### src/rtl/mac_pe_dot.sv
// mac_pe_dot: pipelined multi-lane dot-product MAC processing element.
// Each beat multiplies NumLanes operand pairs and sums them (stage 1). The
// dot products of acc_len_i beats are then accumulated (stage 2), and one
// result per segment goes out on a valid/ready port. Backpressure from the
// output port stalls the whole pipe.
// Optional feature macro: MAC_PE_DOT_SAT_EN (saturating accumulation with a
// sticky overflow flag). When it is undefined the sum wraps and overflow_o
// is tied to 0.
module mac_pe_dot #(
  parameter int InputDataWidth = 8,
  parameter int NumLanes       = 4,
  parameter int AccWidth       = 32,
  parameter int CntWidth       = 8
) (
  input  logic                               clk_i,
  input  logic                               rst_i,
  input  logic [NumLanes*InputDataWidth-1:0] a_i,
  input  logic [NumLanes*InputDataWidth-1:0] b_i,
  input  logic                               signed_i,
  input  logic                               in_valid_i,
  output logic                               in_ready_o,
  input  logic [CntWidth-1:0]                acc_len_i,
  input  logic                               acc_clr_i,
  output logic [AccWidth-1:0]                acc_o,
  output logic                               out_valid_o,
  input  logic                               out_ready_i,
  output logic                               busy_o,
  output logic                               overflow_o
);

  localparam int DotWidth = 2*InputDataWidth + $clog2(NumLanes);
  localparam int ExtW     = InputDataWidth + 1;
  localparam int ProdW    = 2*ExtW;

  typedef enum logic {IDLE, ACCUM} state_t;

  state_t state_q, state_d;

  logic                       advance, fire;
  logic signed [DotWidth:0]   dot_sum;
  logic [DotWidth-1:0]        dot_p1;
  logic                       sgn_p1;
  logic                       vld_p1;
  logic [AccWidth-1:0]        acc_p2;
  logic [CntWidth-1:0]        cnt_q, len_q, len_eff, seg_len, cnt_nxt;
  logic [AccWidth-1:0]        dotx, sum_n;
  logic                       first, last, stage2_en, load_res;

  // One lane product. Each operand is widened by one bit (sign or zero
  // extension), so a single signed multiplier serves both modes.
  function automatic logic signed [DotWidth:0] lane_prod(
    input logic [InputDataWidth-1:0] a,
    input logic [InputDataWidth-1:0] b,
    input logic                      s
  );
    logic signed [ExtW-1:0]  ea, eb;
    logic signed [ProdW-1:0] p;
    ea = {s & a[InputDataWidth-1], a};
    eb = {s & b[InputDataWidth-1], b};
    p  = ea * eb;
    return (DotWidth+1)'(p);
  endfunction

  // Widens a registered dot product to the accumulator width using that beat's own signedness.
  function automatic logic [AccWidth-1:0] ext_dot(input logic [DotWidth-1:0] d, input logic s);
    if (s) return AccWidth'(signed'(d));
    else   return AccWidth'(d);
  endfunction

  assign advance    = !(out_valid_o && !out_ready_i);
  assign in_ready_o = advance && !rst_i;
  assign fire       = in_valid_i && in_ready_o;
  assign busy_o     = (state_q == ACCUM) || vld_p1;

  // Adder tree across all lanes.
  always_comb begin
    dot_sum = '0;
    for (int k = 0; k < NumLanes; k++) begin
      dot_sum = dot_sum + lane_prod(a_i[k*InputDataWidth +: InputDataWidth],
                                    b_i[k*InputDataWidth +: InputDataWidth], signed_i);
    end
  end

  // ---- stage 1 -> stage 2 boundary ----
  assign dotx      = ext_dot(dot_p1, sgn_p1);
  assign first     = (state_q == IDLE);
  assign len_eff   = (acc_len_i == '0) ? CntWidth'(1) : acc_len_i;
  assign seg_len   = first ? len_eff : len_q;
  assign cnt_nxt   = first ? CntWidth'(1) : cnt_q + CntWidth'(1);
  assign last      = (cnt_nxt == seg_len);
  assign stage2_en = advance && vld_p1 && !acc_clr_i;
  assign load_res  = stage2_en && last;

`ifdef MAC_PE_DOT_SAT_EN
  logic seg_sgn_q, seg_ovf_q, ovf_q, sat_hit, ovf_n;

  // Add with clamping. The top bit of the return value flags a clamp.
  function automatic logic [AccWidth:0] sat_add(
    input logic [AccWidth-1:0] x,
    input logic [AccWidth-1:0] y,
    input logic                s
  );
    logic [AccWidth:0]   w;
    logic [AccWidth-1:0] r;
    logic                o;
    if (s) begin
      w = {x[AccWidth-1], x} + {y[AccWidth-1], y};
      o = w[AccWidth] ^ w[AccWidth-1];
      if (o) r = w[AccWidth] ? {1'b1, {(AccWidth-1){1'b0}}} : {1'b0, {(AccWidth-1){1'b1}}};
      else   r = w[AccWidth-1:0];
    end else begin
      w = {1'b0, x} + {1'b0, y};
      o = w[AccWidth];
      r = o ? {AccWidth{1'b1}} : w[AccWidth-1:0];
    end
    return {o, r};
  endfunction

  // The first beat of a segment loads the accumulator directly. Later beats
  // clamp according to the signedness latched from that first beat.
  always_comb begin
    if (first) {sat_hit, sum_n} = {1'b0, dotx};
    else       {sat_hit, sum_n} = sat_add(acc_p2, dotx, seg_sgn_q);
    ovf_n = sat_hit || (!first && seg_ovf_q);
  end

  // Per-segment signedness, sticky clamp flag, and the overflow flag reported with the result.
  always_ff @(posedge clk_i) begin
    if (rst_i) begin
      seg_sgn_q <= 1'b0;
      seg_ovf_q <= 1'b0;
      ovf_q     <= 1'b0;
    end else begin
      if (acc_clr_i) begin
        seg_ovf_q <= 1'b0;
      end else if (stage2_en) begin
        if (first) seg_sgn_q <= sgn_p1;
        seg_ovf_q <= ovf_n;
      end
      if (load_res) ovf_q <= ovf_n;
    end
  end

  assign overflow_o = ovf_q;
`else
  assign sum_n      = first ? dotx : acc_p2 + dotx;
  assign overflow_o = 1'b0;
`endif

  // Segment FSM: the next state follows from the stage-2 beat and the abort input.
  always_comb begin
    state_d = state_q;
    if (acc_clr_i)      state_d = IDLE;
    else if (stage2_en) state_d = last ? IDLE : ACCUM;
  end

  // FSM state register.
  always_ff @(posedge clk_i) begin
    if (rst_i) state_q <= IDLE;
    else       state_q <= state_d;
  end

  // Control: pipe valid, beat counter, latched length, and the output register.
  always_ff @(posedge clk_i) begin
    if (rst_i) begin
      vld_p1      <= 1'b0;
      cnt_q       <= '0;
      len_q       <= CntWidth'(1);
      out_valid_o <= 1'b0;
      acc_o       <= '0;
    end else begin
      if (acc_clr_i)    vld_p1 <= 1'b0;
      else if (advance) vld_p1 <= fire;
      if (acc_clr_i) begin
        cnt_q <= '0;
      end else if (stage2_en) begin
        cnt_q <= last ? '0 : cnt_nxt;
        if (first) len_q <= len_eff;
      end
      if (advance) begin
        out_valid_o <= load_res;
        if (load_res) acc_o <= sum_n;
      end
    end
  end

  // Datapath registers. These carry no reset because the valid bits qualify them.
  always_ff @(posedge clk_i) begin
    if (advance) begin
      dot_p1 <= dot_sum[DotWidth-1:0];
      sgn_p1 <= signed_i;
    end
    if (acc_clr_i)      acc_p2 <= '0;
    else if (stage2_en) acc_p2 <= sum_n;
  end

endmodule
### config.mk
export PLATFORM = sky130hd
export DESIGN_NAME = mac_pe_dot
export DESIGN_NICKNAME = d
export VERILOG_FILES = /design/src/rtl/mac_pe_dot.sv
export SDC_FILE = /design/constraint.sdc
export NUM_CORES = 1
export LEC_CHECK = 0
export BUFFER_PORTS_ARGS = -buffer_cell sky130_fd_sc_hd__buf_2
export CORE_MARGIN = 2
export CORE_UTILIZATION = 31
export DETAILED_ROUTE_END_ITERATION = 7
export SYNTH_ARGS = -nofsm -noshare
export SYNTH_HDL_FRONTEND = slang
export SYNTH_SLANG_ARGS = --single-unit
### constraint.sdc
create_clock -name clk_i -period 9.9 [get_ports clk_i]
set_input_delay 1.98 -clock clk_i [delete_from_list [all_inputs] [get_ports clk_i]]
set_output_delay 1.98 -clock clk_i [all_outputs]
set_load 0.05 [all_outputs]
==> results.sh, run 1 <==
export IMPL_netlist_cell_type_count=71
export IMPL_tns_ns=0
export IMPL_reg2regPathDepth=11
export IMPL_finalHoldViolCount=0
export IMPL_dieArea_mm2=0.0609
export IMPL_ys_warn_count=0
export IMPL_io_pin_count=114
export IMPL_slowest_stage="fa_1"
export IMPL_drtIter0Drc=649
export IMPL_synth_seq_cells=102
export IMPL_ant_nets=0
export IMPL_worstPathRequired_ns=10.00
export IMPL_cp_cell_sequence="buf_2 -> buf_4 -> nand2_1 -> inv_1 -> nand2b_1 -> fa_1 -> inv_1 -> fa_1 -> inv_1 -> fa_1 -> fa_1 -> fa_1 -> fa_1 -> fa_1 -> fa_1 -> inv_1 -> ha_1 -> nor3_1 -> nor2_1 -> nand2_1 -> o21ai_0 -> o41ai_1 -> o21ai_0 -> xnor2_1"
export IMPL_clockBufferDepth=2
export IMPL_worstSetupPathType="in -> reg"
export IMPL_drive_above_1_share=0.0787
export IMPL_numCtsBuffers=9
export IMPL_gr_usage_all_layers=0.154
export IMPL_holdPathStages=2
export IMPL_path_delay_family="adder cells"
export IMPL_endpoint_kind="register"
export IMPL_synth_main_ff_cell="dfxtp_1"
export IMPL_viasPerCell=4.76
export IMPL_syn_avg_cell_area_um2=9.09
export IMPL_coreArea_mm2=0.0587
export IMPL_first_pass_iters=5
export IMPL_r2r_slack_ns=6.33
export IMPL_hold_buffers=0
export IMPL_clkSinkCount=102
export IMPL_syn_to_final_growth_pct=8.48
export IMPL_wl_per_cell_um=15.8
export IMPL_min_period_ns=8.84
export IMPL_rsz0062_at_grt="no"
export IMPL_status="completed"
export IMPL_post_cts_buffers=0
export IMPL_layout_common_cells="inv_1 (412), fa_1 (363), nand2_1 (202), ha_1 (130)"
export IMPL_grt_max_degree=63
export IMPL_seq_area_frac_synth=0.122
export IMPL_async_reset_ff_frac=0
export IMPL_final_max_slew_viol_count=0
export IMPL_clock_latency_ns=0.36
export IMPL_slowest_delay_ns=0.58
export IMPL_fin_crit_sh=0.893
export IMPL_max_slew_margin=0.244
export IMPL_r2r_end="acc_o[27]"
export IMPL_drcViolationCount=0
export IMPL_skew_ns=0.0129
export IMPL_root_buffer="clkbuf_16"
export IMPL_worstMarginPinSlew_ns=1.13
export IMPL_cts_resized=0
export IMPL_clk_pin_slew_ns=0.07
export IMPL_setup_ws_ns=1.06
export IMPL_nNetsFinal=2625
export IMPL_cts_tree="done"
export IMPL_antenna_found_initial=2
export IMPL_num_rows=89
export IMPL_whs_endpoint="len_q[6]"
export IMPL_vias=13500
export IMPL_cpMostUsedCell="fa_1"
export IMPL_r2r_start="dot_p1[17]"
export IMPL_final_common_cell="inv_1"
export IMPL_synth_edff_count=19
export IMPL_start_util=0.312
export IMPL_grt_pass1_vias=14400
export IMPL_dieWidth_um=247
export IMPL_synth_area_mm2=0.0183
export IMPL_setup_violations=0
export IMPL_num_fill_cells=6053
export IMPL_dp_hpwl_um=38300
export IMPL_synth_fp_nets=2582
export IMPL_overflow=0
export IMPL_post_place_ws_ns=0.733
export IMPL_timing_fmax_mhz=113
export IMPL_worst_ep_arrival_time_ns=8.94
export IMPL_holdCritPathClass="reg -> reg"
export IMPL_drv_cap=0
export IMPL_htree_levels=3
export IMPL_grt_pass1_wl_um=74700
export IMPL_hold_start="len_q[6]"
export IMPL_drt_total_wl_um=44700
export IMPL_die_h_um=247
export IMPL_portBuffers=112
export IMPL_crit_path_max_fanout=20
export IMPL_netlist_instances=2011
export IMPL_cp_start_kind="input pin"
export IMPL_gpl_final_weighted_congestion=0.901
export IMPL_critical_path_buf_inv_count=6
==> synth_stat cells (5+ instances only) <==
master / n / area, um2
a21o_1: 14 / 105
o21bai_1: 6 / 45.0
xnor2_1: 56 / 490
o21ai_0: 46 / 230
fa_1: 363 / 7270
xor2_1: 16 / 140
nor2b_1: 5 / 31.3
a31oi_1: 14 / 87.6
and2_1: 117 / 732
dfxtp_1: 83 / 1660
a21oi_1: 73 / 365
or3_1: 6 / 37.5
buf_2: 8 / 40.0
mux2i_1: 15 / 150
nand3b_1: 6 / 45.0
or2_2: 17 / 106
o211ai_1: 5 / 37.5
edfxtp_1: 19 / 571
nor2_1: 116 / 435
and4_1: 5 / 43.8
inv_1: 412 / 1550
clkbuf_1: 70 / 263
nand3_1: 30 / 150
nor3_1: 18 / 90.1
and3_1: 22 / 138
ha_1: 130 / 1630
nand2_1: 202 / 758
o21a_1: 6 / 45.0
a211o_1: 7 / 61.3
nand2b_1: 14 / 87.6
a211oi_1: 47 / 353
==> cells by family after synthesis <==
group	count (synthesis)	synth area share
mux	19	0.0107
flops	102	0.122
xor+xnor	72	0.0345
buf+inv	496	0.103
simple gates	574	0.152
compound gates	254	0.0910
other cells	1	0.000205
fa+ha+maj	493	0.486
==> state kept, by name (all words and copies together), names as in the netlist <==
name	flops
acc_o	32
state_q	1
dot_p1	18
sgn_p1	1
len_q	8
vld_p1	1
out_valid_o	1
acc_p2	32
cnt_q	8
==> metal layers <==
metal  routed length (um)  global-route usage  vias up  part of all wire
li1                     -                   -     6335                 -
met1                19300               0.201     6775              0.43
met2                22500               0.271      316              0.50
met3                 1760              0.0128       54             0.039
met4                 1130              0.0431        0             0.025
met5                    0                   0        -                 0
==> through the flow <==
stage	std cells	utilization	instance area, um2	hold slack, ns
6_report	2833	0.338	19800	0.477
3_5_place_dp	2816	0.332	19500	0.466
5_1_grt	2832	0.338	19800	0.511
3_3_place_gp	2816	0.332	19500	0.466
2_1_floorplan	2011	-	18300	0.448
4_1_cts	2832	0.338	19800	0.479
==> worst max path at each step <==
stage / start / to / slack (ns) / cells after the start
after floorplan: signed_i / dot_p1[17] / 1.38 / 23
after global placement: signed_i / dot_p1[17] / 0.89 / 23
after detailed placement: signed_i / dot_p1[17] / 0.73 / 23
after CTS: signed_i / dot_p1[17] / 1.12 / 23
after global routing: signed_i / dot_p1[17] / 0.68 / 24
final: signed_i / dot_p1[17] / 1.06 / 24
==> final cells by class <==
cell class,instances,area [um2],area share
diodes,1,2.50,0.000126
clock buffers,13,283,0.0143
clock inverters,3,46.3,0.00233
inverters,412,1550,0.0780
multi-input cells,1413,14200,0.714
flip-flops and latches,102,2230,0.113
well taps,773,967,0.0488
repair buffers,116,591,0.0298
==> tightest hold or removal path: stages (launching register included) <==
cell	delay, ns
dfxtp_1	0.33
nand2_1	0.06
a21oi_1	0.05
Power of run 1 is left out: the tool's default activity adds up to more than one toggle a clock period on the data nets, which glitch-free logic cannot reach.
==> run 2, diff against run 1 <==
--- a/config.mk
+++ b/config.mk
@@ -7,8 +7,9 @@
 export LEC_CHECK = 0
 export BUFFER_PORTS_ARGS = -buffer_cell sky130_fd_sc_hd__buf_2
 export CORE_MARGIN = 2
-export CORE_UTILIZATION = 31
+export CORE_UTILIZATION = 57
 export DETAILED_ROUTE_END_ITERATION = 7
+export PLACE_DENSITY = 0.76
 export SYNTH_ARGS = -nofsm -noshare
 export SYNTH_HDL_FRONTEND = slang
 export SYNTH_SLANG_ARGS = --single-unit
==> run 2 against run 1 <==
Effect of this change: register-to-register slack better by 0.05 ns; die area shrank 45%; wire length is 6.9% lower; clock skew barely moved; final cell count fell by 13%; count of clock-buffer cells in the layout shrank 3; maximum frequency is 3.6% lower; non-clock buffer count unchanged; highest routed layer unchanged.
==> results.sh, run 2 (synthesis gave the netlist of run 1 again) <==
export IMPL_status="completed"
export IMPL_setup_violations=0
export IMPL_portBuffers=112
export IMPL_post_cts_buffers=0
export IMPL_dp_hpwl_um=35500
export IMPL_hold_start="len_q[1]"
export IMPL_skew_ns=0.0125
export IMPL_num_fill_cells=2695
export IMPL_gpl_final_weighted_congestion=0.899
export IMPL_top_regs="acc_o (32), acc_p2 (32), dot_p1 (18)"
export IMPL_drv_cap=0
export IMPL_utilization=0.613
export IMPL_clock_latency_ns=0.36
export IMPL_hold_buffers=0
export IMPL_grt_pass1_vias=14500
export IMPL_drive_above_1_share=0.0787
export IMPL_worstSetupPathType="in -> reg"
export IMPL_viasPerCell=5.51
export IMPL_crit_path_max_fanout=35
export IMPL_cts_resized=0
export IMPL_num_rows=65
export IMPL_drt_total_wl_um=41600
export IMPL_overflow=0
export IMPL_cp_start_kind="input pin"
export IMPL_root_buffer="clkbuf_16"
export IMPL_worstMarginPinSlew_ns=1.13
export IMPL_max_slew_margin=0.249
export IMPL_antenna_found_initial=2
export IMPL_worst_ep_arrival_time_ns=9.26
export IMPL_vias=13600
export IMPL_min_period_ns=9.17
export IMPL_clk_pin_slew_ns=0.08
export IMPL_timing_fmax_mhz=109
export IMPL_wl_per_cell_um=16.9
export IMPL_worstPathRequired_ns=9.99
export IMPL_start_util=0.580
export IMPL_dieWidth_um=183
export IMPL_coreArea_mm2=0.0316
export IMPL_numCtsBuffers=9
export IMPL_io_pin_count=114
export IMPL_htree_levels=3
export IMPL_grt_pass1_wl_um=70600
export IMPL_first_pass_iters=6
export IMPL_final_max_slew_viol_count=0
export IMPL_finalHoldViolCount=0
export IMPL_tns_ns=0
export IMPL_dieArea_mm2=0.0335
export IMPL_layout_common_cells="inv_1 (412), fa_1 (363), nand2_1 (202), ha_1 (130)"
export IMPL_final_common_cell="inv_1"
export IMPL_holdCritPathClass="reg -> reg"
export IMPL_gr_usage_all_layers=0.265
export IMPL_rsz0062_at_grt="no"
export IMPL_syn_to_final_growth_pct=5.76
export IMPL_r2r_start="dot_p1[17]"
export IMPL_fin_crit_sh=0.927
export IMPL_ant_nets=0
export IMPL_drcViolationCount=0
export IMPL_grt_max_degree=63
export IMPL_critPathLaunch="signed_i"
export IMPL_clockBufferDepth=2
export IMPL_clkSinkCount=102
export IMPL_drtIter0Drc=747
export IMPL_endpoint_kind="register"
export IMPL_nNetsFinal=2625
export IMPL_die_h_um=183
export IMPL_cts_tree="done"
## run 2: final cells by class
| class | instances | area, um2 | area share |
|---|---|---|---|
| timing repair buffer | 116 | 591 | 0.0305 |
| sequential | 102 | 2230 | 0.115 |
| tap | 402 | 503 | 0.0260 |
| antenna | 3 | 7.51 | 0.000388 |
| clock inverter | 6 | 61.3 | 0.00317 |
| clock buffer | 10 | 229 | 0.0118 |
| multi-input combinational | 1413 | 14200 | 0.733 |
| inverter | 412 | 1550 | 0.0800 |
## run 2: metrics by stage
step | hold slack [ns] | setup WS (ns) | area, um2 | cells
CTS | 0.473 | 0.727 | 19300 | 2461
finish | 0.471 | 0.727 | 19300 | 2464
global placement | 0.458 | 0.530 | 19000 | 2445
global route | 0.489 | 0.398 | 19300 | 2463
detailed placement | 0.463 | 0.373 | 19000 | 2445
floorplan | 0.448 | 1.38 | 18300 | 2011
## run 2: final timing paths
check / to / slack (ns) / depth (start not counted)
worst min register to register: len_q[1] / 0.47 / 2
worst max register to register: acc_p2[28] / 6.38 / 11
worst min-delay path: len_q[1] / 0.47 / 2
worst max-delay path: dot_p1[17] / 0.73 / 22
## run 2: layer usage
layer,routed length (um),vias to the layer above,GRT usage
met4,1450,0,0.101
met2,22100,401,0.490
met1,16200,6769,0.320
li1,-,6330,-
met5,0,-,0
met3,1910,88,0.0246
## run 2: critical path, cell delays in order
cell	delay, ns
buf_2	0.58
nand2_1	0.35
inv_1	0.33
nand2b_1	0.11
fa_1	0.46
fa_1	0.51
inv_1	0.06
fa_1	0.57
fa_1	0.47
fa_1	0.62
fa_1	0.45
fa_1	0.50
inv_1	0.05
fa_1	0.49
inv_1	0.04
ha_1	0.36
and3_1	0.20
a21oi_1	0.11
o21ai_0	0.13
o41ai_1	0.46
o21ai_0	0.21
xnor2_1	0.17
Power of run 2 is left out for the same reason.
